[config.mk]
export PLATFORM = sky130hd
export DESIGN_NAME = noc_flit_vc_mux
export DESIGN_NICKNAME = d
export VERILOG_FILES = /design/src/rtl/noc_flit_vc_mux.sv
export SDC_FILE = /design/constraint.sdc
export NUM_CORES = 1
export LEC_CHECK = 0
export BUFFER_PORTS_ARGS = -buffer_cell sky130_fd_sc_hd__buf_2
export CAP_MARGIN = 40
export CORE_ASPECT_RATIO = 2
export CORE_UTILIZATION = 47
export CTS_BUF_LIST = sky130_fd_sc_hd__clkbuf_8
export DETAILED_ROUTE_END_ITERATION = 6
export PLACE_DENSITY = 0.83
export SYNTH_ARGS = -nofsm -noshare
export SYNTH_HDL_FRONTEND = slang
export SYNTH_SLANG_ARGS = --single-unit
[constraint.sdc]
create_clock -name clk -period 2 [get_ports clk]
set_input_delay 0.3 -clock clk [delete_from_list [all_inputs] [get_ports clk]]
set_output_delay 0.3 -clock clk [all_outputs]
set_load 0.01 [all_outputs]
[src/rtl/noc_flit_vc_mux.sv]
// noc_flit_vc_mux: packet-atomic round-robin merge of flit streams with orphan drop and counting
module noc_flit_vc_mux #(
   parameter int CHANNELS = 2,
   parameter int DATA_WIDTH = 64,
   parameter int COUNT_WIDTH = 8,
   localparam int FLIT_WIDTH = DATA_WIDTH + 2,
   localparam int CH_W = CHANNELS > 1 ? $clog2(CHANNELS) : 1
) (
   input  logic                           clk,
   input  logic                           rst,
   input  logic [CHANNELS-1:0]            i_flit_valid,
   output logic [CHANNELS-1:0]            i_flit_ready,
   input  logic [CHANNELS*FLIT_WIDTH-1:0] i_flit,
   output logic                           o_flit_valid,
   input  logic                           o_flit_ready,
   output logic [FLIT_WIDTH-1:0]          o_flit,
   output logic [CH_W-1:0]                o_channel,
   output logic                           o_drop,
   output logic [COUNT_WIDTH-1:0]         o_drop_count
);
   logic lock, any_valid, load_en, accept, orphan, hdr, tail;
   logic [CH_W-1:0] lock_ch, last_grant, grant, idx;
   logic [FLIT_WIDTH-1:0] flit;
   // Offsets are scanned from farthest to nearest so the nearest valid channel wins
   always_comb begin
      grant = lock_ch;
      idx = '0;
      if (!lock)
         for (int i = CHANNELS; i >= 1; i--) begin
            idx = CH_W'((int'(last_grant) + i) % CHANNELS);
            grant = i_flit_valid[idx] ? idx : grant;
         end
   end
   always_comb begin
      any_valid = |i_flit_valid;
      load_en = ~o_flit_valid | o_flit_ready;
      flit = i_flit[int'(grant)*FLIT_WIDTH +: FLIT_WIDTH];
      hdr = ~flit[FLIT_WIDTH-1];
      tail = flit[FLIT_WIDTH-2];
      accept = ~rst & load_en & i_flit_valid[grant];
      orphan = accept & ~hdr & ~lock;
      i_flit_ready = CHANNELS'(~rst & load_en & any_valid) << grant;
   end
   always_ff @(posedge clk) begin
      if (rst) begin
         lock <= 1'b0;
         lock_ch <= '0;
         last_grant <= CH_W'(CHANNELS - 1);
         o_flit_valid <= 1'b0;
         o_flit <= '0;
         o_channel <= '0;
         o_drop <= 1'b0;
         o_drop_count <= '0;
      end else begin
         o_drop <= orphan;
         if (orphan && o_drop_count != '1) o_drop_count <= o_drop_count + 1'b1;
         if (accept && (hdr || orphan)) last_grant <= grant;
         if (accept && hdr && !lock && !tail) begin
            lock <= 1'b1;
            lock_ch <= grant;
         end
         if (accept && !hdr && tail && lock) lock <= 1'b0;
         if (load_en) o_flit_valid <= accept & ~orphan;
         if (accept && !orphan) begin
            o_flit <= flit;
            o_channel <= grant;
         end
      end
   end
endmodule

==> results of run 1 <==
## logic make-up after synthesis
family	count (synthesis)	synth area share [%]
AND/OR/NAND/NOR	42	5.90
buffers and inverters	43	5.72
AO/OA/AOI/OAI	159	31.2
XOR/XNOR	1	0.217
adder cells (fa/ha/maj)	1	0.311
flip-flops	80	39.8
multiplexers	68	16.9
## state kept, by name, summed over array words and instances (netlist names)
| signal | count |
|---|---|
| o_channel | 1 |
| lock | 1 |
| o_drop | 1 |
| o_flit | 66 |
| lock_ch | 1 |
| o_drop_count | 8 |
| o_flit_valid | 1 |
| last_grant | 1 |
## area by class of cell
type	instances	share of cell area, %
timing repair buffer	234	23.9
tap	98	2.22
clock buffer	10	2.49
multi-input combinational	271	40.2
antenna	1	0.0454
sequential	80	29.0
clock inverter	6	1.68
inverter	5	0.340
## worst paths after layout
check        cells after the start        start         endpoint  slack (ns)
max                              5         lock  i_flit_ready[1]        0.09
min                              3  i_flit[101]       o_flit[35]        0.26
max reg2reg                      5         lock  o_drop_count[5]        0.15
min reg2reg                      2   o_flit[29]       o_flit[29]        0.52
## stage by stage
| stage | TNS (ns) | hold slack (ns) |
|---|---|---|
| 3_3_place_gp | 0 | 0.504 |
| 5_1_grt | -0.0158 | 0.279 |
| 6_report | 0 | 0.265 |
| 2_1_floorplan | 0 | 0.504 |
| 4_1_cts | 0 | 0.252 |
| 3_5_place_dp | 0 | 0.510 |
## metal layers
metal	up-vias	track usage (%)	routed length, um
li1	1912	-	-
met1	1792	25.9	4100
met2	165	46.9	6180
met3	37	4.66	528
met4	0	15.5	456
met5	-	0	0
## power groups by stage
stage                     combinational [mW]  sequential, mW  clock, mW
after floorplan                        0.941            2.00          0
after global placement                  1.54            1.92          0
after detailed placement                1.59            1.92          0
after CTS                               1.59            1.89       1.37
after global routing                    1.72            1.91       1.44
final                                   1.58            1.89       1.33
## worst max-delay path, delay by kind of cell (launching register included)
family / cells / cell delay (ns)
buf+inv: 2 / 0.35
simple gates: 2 / 0.40
compound gates: 1 / 0.15
flops: 1 / 0.34
## cells in the final DEF, fill, tap and decap left out, drive strengths merged, types with 3 or more instances in the layout
cell type	instances
mux2i	68
inv	5
nand3	7
nor2	8
or3	3
o21ai	5
nor2b	4
a21oi	72
a211oi	66
buf	234
dfxtp	80
nand2	8
clkbuf	10
o21a	3
==> results.yml, run 1 <==
drt:
  drcViolationCount: 0
  drt_iter0_drc: 158
  drt_pass1_iterations: 4
  postRouteAntennaNets: 0
  drt-vias-per-instance: 5.54
  routed_wl_mm: 11.3
  dr_total_vias: 3906
  routedWlPerCell_um: 16.0
synth:
  yosys_most_used_dff: "dfxtp_1"
  syn-num-nets: 532
  synth.area.top_cells: "dfxtp_1 (40%), mux2i_1 (17%), a211oi_2 (12%), a21oi_1 (8.9%), a211oi_1 (5.0%)"
  yosysWarnings: 0
  yosysTopAreaCellShare_pct: 39.8
  ys_seq_elements: 80
  synthArstFlopShare_pct: 0
  synth_area_sq_um: 4030
  synth_edf_count: 0
  seq_area_frac_synth_pct: 39.8
  synth_common_cells: "dfxtp_1 (80), a21oi_1 (72), mux2i_1 (68)"
  netlist_instances: 394
  synth_area_leader_cell: "dfxtp_1"
  ys_types: 46
  yosysMostFrequentCell: "dfxtp_1"
  avgSynthCellArea_sq_um: 10.2
floorplan:
  die_w_um: 67.5
  initial_utilization_pct: 48.6
  core.rowCount: 47
  ios: 216
  die_h_um: 133
  fp.dieArea_sq_um: 8970
  core-area_sq_um: 8290
setup_path:
  cpMaxStageDelayCell: "dfxtp_1"
  critPathMaxStageDelay_ns: 0.34
  path_max_fanout: 28
  path_cells: "nor2b_2 -> o22ai_4 -> buf_12 -> nor2_1 -> buf_2"
  critPathRequiredTime_ns: 1.70
  cp-start-kind: "register"
  critPathKind: "register to primary output"
  end_kind: "primary output"
  worstPathArrival_ns: 1.61
timing:
  period_share_pct: 95.5
  skew_ns: 0.0115
  tightest_slew_ns: 0.452
  rsz0062_at_grt: "true"
  layout_min_cycle_time_ns: 1.91
  slew-limit-headroom_pct: 69.9
  fin_ws_ns: 0.0893
  fmax_ghz: 0.523
  finalHoldViolCount: 0
  setup_violations: 0
  slew_violations: 0
clocking:
  cts_made_buffers: 9
  cts_max_path_buffers: 2
  cts.sinks: 80
  clockRootBuffer: "clkbuf_8"
  clkSlewWorstSetupHoldPaths_ns: 0.08
  worstSkewPairLatency_ns: 0.36
  cts_max_level: 3
  holdBufCountCts: 0
  post_cts_buffers: 0
  cts_resized: 0
  cts_tree: "done"
placement:
  dp_hpwl_mm: 8.62
  place_ws_ns: 0.0162
  dp_cells: 688
  io_buffers: 215
  placed_area_sq_um: 5280
  routabilityCongestion: 0.883
pwr:
  p_sw_mw: 1.57
  comb_power_share_pct: 33.0
  switching_share_pct: 32.6
  leakage_nw: 2.69
  p_total_mw: 4.81
  ir_drop_mv: 0.578
  p_int_mw: 3.24
  seq_power_share_pct: 39.4
  clockPowerShare_pct: 27.6
  powerDensity_nw_per_um2: 871
global_route:
  antenna_found_initial: 1
  grt_use_total_pct: 25.9
  grt_pass1_vias: 3859
  grt_max_degree: 41
  overflow: 0
  grt_first_pass_wirelength_mm: 17.6
cells_and_area:
  final_cells: 705
  multiInputGateArea_sq_um: 2220
  drive_gt1_share_pct: 49.8
  layout.nets: 739
  fillers: 643
  fin_util_pct: 66.5
  syn_to_final_growth_pct: 37.0
  seqCellArea_sq_um: 1600
  design_area_sq_um: 5520
hold_path:
  hold_path_class: "input pin to register"
outcome:
  status: "complete, no violations"
job:
  maxCapViolCount: 0
No activity file was read; power rests on OpenSTA's default activity.
==> run 2: changes to the inputs <==
Settings changed: PLACE_DENSITY 0.83 to 0.92.
==> results.yml, run 2 (synthesis gave the netlist of run 1 again) <==
clocking:
  holdBufCountCts: 0
  clkSlewWorstSetupHoldPaths_ns: 0.08
  post_cts_buffers: 0
  cts_made_buffers: 9
  cts.sinks: 80
  cts_max_level: 3
  worstSkewPairLatency_ns: 0.35
  clockRootBuffer: "clkbuf_8"
  cts_resized: 1
  cts_max_path_buffers: 2
  cts_tree: "done"
timing:
  finalHoldViolCount: 0
  slew-limit-headroom_pct: 50.4
  fmax_ghz: 0.521
  rsz0062_at_grt: "false"
  period_share_pct: 96.0
  skew_ns: 0.00921
  setup_violations: 0
  tns_ns: 0
  tightest_slew_ns: 0.744
  slew_violations: 0
  layout_min_cycle_time_ns: 1.92
cells_and_area:
  mostFrequentLayoutCells: "buf_2 (214), dfxtp_1 (80), a21oi_1 (72)"
  largest_register_ffs: 66
  regMostFlops: "o_flit"
  final_cells: 703
  final_common_cell: "buf_2"
  biggestRegsByFlops: "o_flit: 66 flops, o_drop_count: 8 flops"
  drive_gt1_share_pct: 49.3
  antennaDiodeCount: 0
  syn_to_final_growth_pct: 36.2
  fillers: 691
  layout.nets: 738
placement:
  routabilityCongestion: 0.850
  dp_cells: 687
  io_buffers: 215
  dp_hpwl_mm: 8.79
global_route:
  grt_first_pass_wirelength_mm: 17.6
  overflow: 0
  grt_use_total_pct: 25.9
  grt_pass1_vias: 3924
  antenna_found_initial: 0
  grt_max_degree: 57
floorplan:
  core-area_sq_um: 8290
  fp.dieArea_sq_um: 8970
  initial_utilization_pct: 48.6
  core.rowCount: 47
  die_h_um: 133
  ios: 216
  die_w_um: 67.5
job:
  maxCapViolCount: 0
drt:
  drt-met1-wl_mm: 4.17
  routed.top_layer: "met4"
  routed_wl_mm: 11.5
  drt_iter0_drc: 133
  wl_met3_um: 424
  dr_total_vias: 3946
  routedWlPerCell_um: 16.4
  postRouteAntennaNets: 0
  drcViolationCount: 0
  drt_pass1_iterations: 4
  dr_wl_met2_mm: 6.45
  drt-vias-per-instance: 5.61
setup_path:
  cp-start-kind: "register"
  critPathKind: "register to register"
  critPathRequiredTime_ns: 2.20
  worstPathArrival_ns: 2.12
  end_kind: "register"
  path_max_fanout: 25
pwr:
  p_total_mw: 4.75
  leakage_nw: 2.69
  powerDensity_nw_per_um2: 866
  ir_drop_mv: 0.585
outcome:
  status: "complete, no violations"
hold_path:
  hold_path_class: "input pin to register"
## run 2: cell types whose count changed in the layout (fill, tap and decap cells not counted), moves of 2 or more
cell and change:
buf_6 +2, buf_4 -2, clkinv_2 +3, clkinvlp_4 -2
## run 2: final cells by class
class	instances	area, sq um	area share (%)
Tap cell	98	123	2.24
Inverter	5	18.8	0.342
Timing Repair Buffer	233	1310	23.9
Sequential cell	80	1600	29.2
Multi-Input combinational cell	271	2220	40.5
Clock buffer	9	124	2.26
Clock inverter	7	87.6	1.60
## run 2: path summary, 6_finish.rpt
check / from / to / slack (ns) / cells past startpoint
hold / removal: rst / o_drop_count[5] / 0.22 / 2
setup reg to reg: lock / o_flit[32] / 0.08 / 6
hold reg to reg: o_flit[24] / o_flit[24] / 0.52 / 2
setup / recovery: lock / o_flit[32] / 0.08 / 6
## run 2: layer usage
metal,global-route usage (%),up-vias
met5,0,-
met4,16.2,0
met3,4.14,39
met2,48.3,146
met1,24.5,1851
li1,-,1910
## run 2: through the flow
step | area (sq um) | worst slack [ns] | hold WS, ns | utilization [%]
after floorplan | 4030 | 0.230 | 0.504 | -
after global placement | 5240 | 0.127 | 0.488 | 63.2
after detailed placement | 5240 | 0.0342 | 0.507 | 63.2
after CTS | 5460 | 0.0439 | 0.181 | 65.8
after global routing | 5480 | 0.00414 | 0.206 | 66.1
final | 5480 | 0.0791 | 0.218 | 66.1
## run 2: power by group
| part | internal (mW) | total (mW) | leakage, nW | switching (mW) |
|---|---|---|---|---|
| sequential | 1.78 | 1.89 | 0.657 | 0.108 |
| clock | 0.694 | 1.26 | 0.114 | 0.565 |
| combinational | 0.719 | 1.60 | 1.92 | 0.882 |
## run 2: worst max-delay path: stages (launching register included)
cell and delay [ns]:
dfxtp_1 0.35, nand2b_4 0.20, a311oi_1 0.35, o21a_2 0.27, and2_4 0.29, buf_12 0.21
a211oi_1 0.10
==> run 3: changes to the inputs <==
Settings changed: ABC_AREA set to 1, PLACE_DENSITY 0.92 to 0.91.
==> results.yml, run 3 <==
cells_and_area:
  drive_gt1_share_pct: 26.8
  multiInputGateArea_sq_um: 2160
  fin_util_pct: 64.4
  biggestRegsByFlops: "o_flit: 66 flops, o_drop_count: 8 flops"
  layout.nets: 1075
  fillers: 856
  largest_register_ffs: 66
  antennaDiodeCount: 0
  seqCellArea_sq_um: 1600
  mostFrequentLayoutCells: "nand2_1 (351), buf_2 (215), nor2_1 (143)"
  regMostFlops: "o_flit"
  final_cells: 1042
  syn_to_final_growth_pct: 31.8
  final_common_cell: "nand2_1"
setup_path:
  cpMaxStageDelayCell: "dfxtp_1"
  cp-start-kind: "register"
  path_max_fanout: 7
  path_cells: "inv_2 -> nand3_1 -> nand2_4 -> inv_2 -> or2_2 -> inv_1 -> buf_2"
  path_buf_inv: 4
  worstPathArrival_ns: 1.58
  path_depth: 7
  reg2reg_to: "o_flit[8]"
  r2r_setup_slack_ns: 0.21
  critPathRequiredTime_ns: 1.70
  critPathMaxStageDelay_ns: 0.33
  crit_top_cell: "inv_2"
  crit_end: "i_flit_ready[1]"
  critPathLaunch: "lock"
  critPathTopFamily: "simple AND/OR/NAND/NOR gates"
  reg2regPathDepth: 10
  end_kind: "primary output"
  worstReg2RegStart: "lock"
  critPathKind: "register to primary output"
synth:
  yosysWarnings: 0
  ys_seq_elements: 80
  netlist_instances: 736
  avgSynthCellArea_sq_um: 5.74
  yosys_most_used_dff: "dfxtp_1"
  yosysTopAreaCellShare_pct: 37.9
  synth_area_leader_cell: "dfxtp_1"
  synth_edf_count: 0
  seq_area_frac_synth_pct: 37.9
  ys_types: 23
  synthArstFlopShare_pct: 0
  syn-num-nets: 874
  yosysMostFrequentCell: "nand2_1"
  synth_common_cells: "nand2_1 (352), nor2_1 (143), dfxtp_1 (80)"
  synth_area_sq_um: 4230
  synth.area.top_cells: "dfxtp_1 (38%), nand2_1 (31%), nor2_1 (13%), inv_1 (6.7%), nand3_1 (2.1%)"
floorplan:
  ios: 216
  initial_utilization_pct: 48.9
  die_w_um: 69.0
  fp.dieArea_sq_um: 9400
  die_h_um: 136
  core-area_sq_um: 8650
  core.rowCount: 48
placement:
  dp_cells: 1025
  routabilityCongestion: 0.851
  io_buffers: 215
  dp_hpwl_mm: 8.53
pwr:
  leakage_nw: 3.50
  ir_drop_mv: 0.475
  p_total_mw: 4.08
  powerDensity_nw_per_um2: 733
drt:
  drt-vias-per-instance: 4.63
  drcViolationCount: 0
  routedWlPerCell_um: 11.1
  dr_total_vias: 4826
  routed_wl_mm: 11.6
  drt_pass1_iterations: 4
  postRouteAntennaNets: 0
  drt_iter0_drc: 229
timing:
  slew_violations: 0
  timing.hold.ws_ns: 0.238
  tightest_slew_ns: 0.428
  finalHoldViolCount: 0
  layout_min_cycle_time_ns: 1.88
  fmax_ghz: 0.531
  tns_ns: 0
  setup_violations: 0
  skew_ns: 0.00986
  slew-limit-headroom_pct: 71.5
  period_share_pct: 94.1
outcome:
  status: "complete, no violations"
clocking:
  clkSlewWorstSetupHoldPaths_ns: 0.08
  cts_tree: "done"
  clockRootBuffer: "clkbuf_8"
  cts_max_level: 3
  worstSkewPairLatency_ns: 0.34
  cts_max_path_buffers: 2
  cts_made_buffers: 9
  cts.sinks: 80
  holdBufCountCts: 0
global_route:
  grt_max_degree: 88
  grt_first_pass_wirelength_mm: 19.0
  grt_pass1_vias: 4400
  grt_use_total_pct: 25.0
  overflow: 0
  antenna_found_initial: 0
hold_path:
  hold_path_class: "input pin to register"
job:
  maxCapViolCount: 0
==> run 3: cell type report <==
type	instances	share of cell area [%]
Clock inverter	5	0.988
Clock buffer	11	2.72
Multi-Input combinational cell	543	38.7
Timing Repair Buffer	226	21.4
Inverter	77	5.19
Sequential cell	80	28.8
Tap cell	100	2.25
==> run 3: power by group <==
group          internal, mW  switching [mW]  leakage (nW)
Sequential             1.73          0.0628         0.655
Combinational         0.420           0.656          2.74
Clock                 0.641           0.574         0.101
==> run 3: timing repair <==
action / CTS / global route
pin swaps: 0 / 1
endpoints found under the setup margin: 1 / 31
setup buffers: 0 / 1
resized for setup: 1 / 3
==> run 3: how the worst min path moves through the flow <==
| stage | endpoint | depth (start not counted) | start | slack, ns |
|---|---|---|---|---|
| after CTS | o_flit_valid | 4 | o_flit_ready | 0.22 |
| after global placement | o_flit[65] | 2 | o_flit[65] | 0.45 |
| final | o_flit_valid | 4 | o_flit_ready | 0.24 |
| after detailed placement | o_flit[65] | 2 | o_flit[65] | 0.45 |
| after floorplan | last_grant | 2 | last_grant | 0.44 |
| after global routing | o_flit_valid | 4 | o_flit_ready | 0.23 |
==> run 3: kinds of logic after synthesis <==
logic type                 count (synthesis)  synth area share [%]
and+or+nand+nor                          519                  47.0
buffers and inverters                    113                  11.2
DFF                                       80                  37.9
AOI/OAI and AO/OA                         17                  2.37
xor gates and xnor gates                   6                  1.24
adders and majority gates                  1                 0.296
==> run 3: layer usage <==
metal	GRT usage (%)	share of wire [%]	wire length [um]	vias up
met5	0	0	0	-
li1	-	-	-	2547
met2	45.6	52	6010	181
met3	6.00	5.3	617	49
met4	17.2	5.8	666	0
met1	24.5	37	4270	2049
==> run 3: worst register-to-register path, stage by stage (launching register included) <==
cell and delay [ns]:
dfxtp_1 0.36, inv_2 0.07, nand3_1 0.17, nand2_4 0.11
nand2_1 0.08, o21ai_2 0.09, o21ai_4 0.17, buf_4 0.41
nand2_1 0.11, nand2_1 0.08, nor2_1 0.04
==> run 3: per-stage QoR <==
stage,setup WS (ns),instance area [sq um]
after global routing,-0.00315,5570
after global placement,0.195,5340
after floorplan,0.119,4230
after CTS,0.0178,5550
after detailed placement,0.107,5340
final,0.117,5570
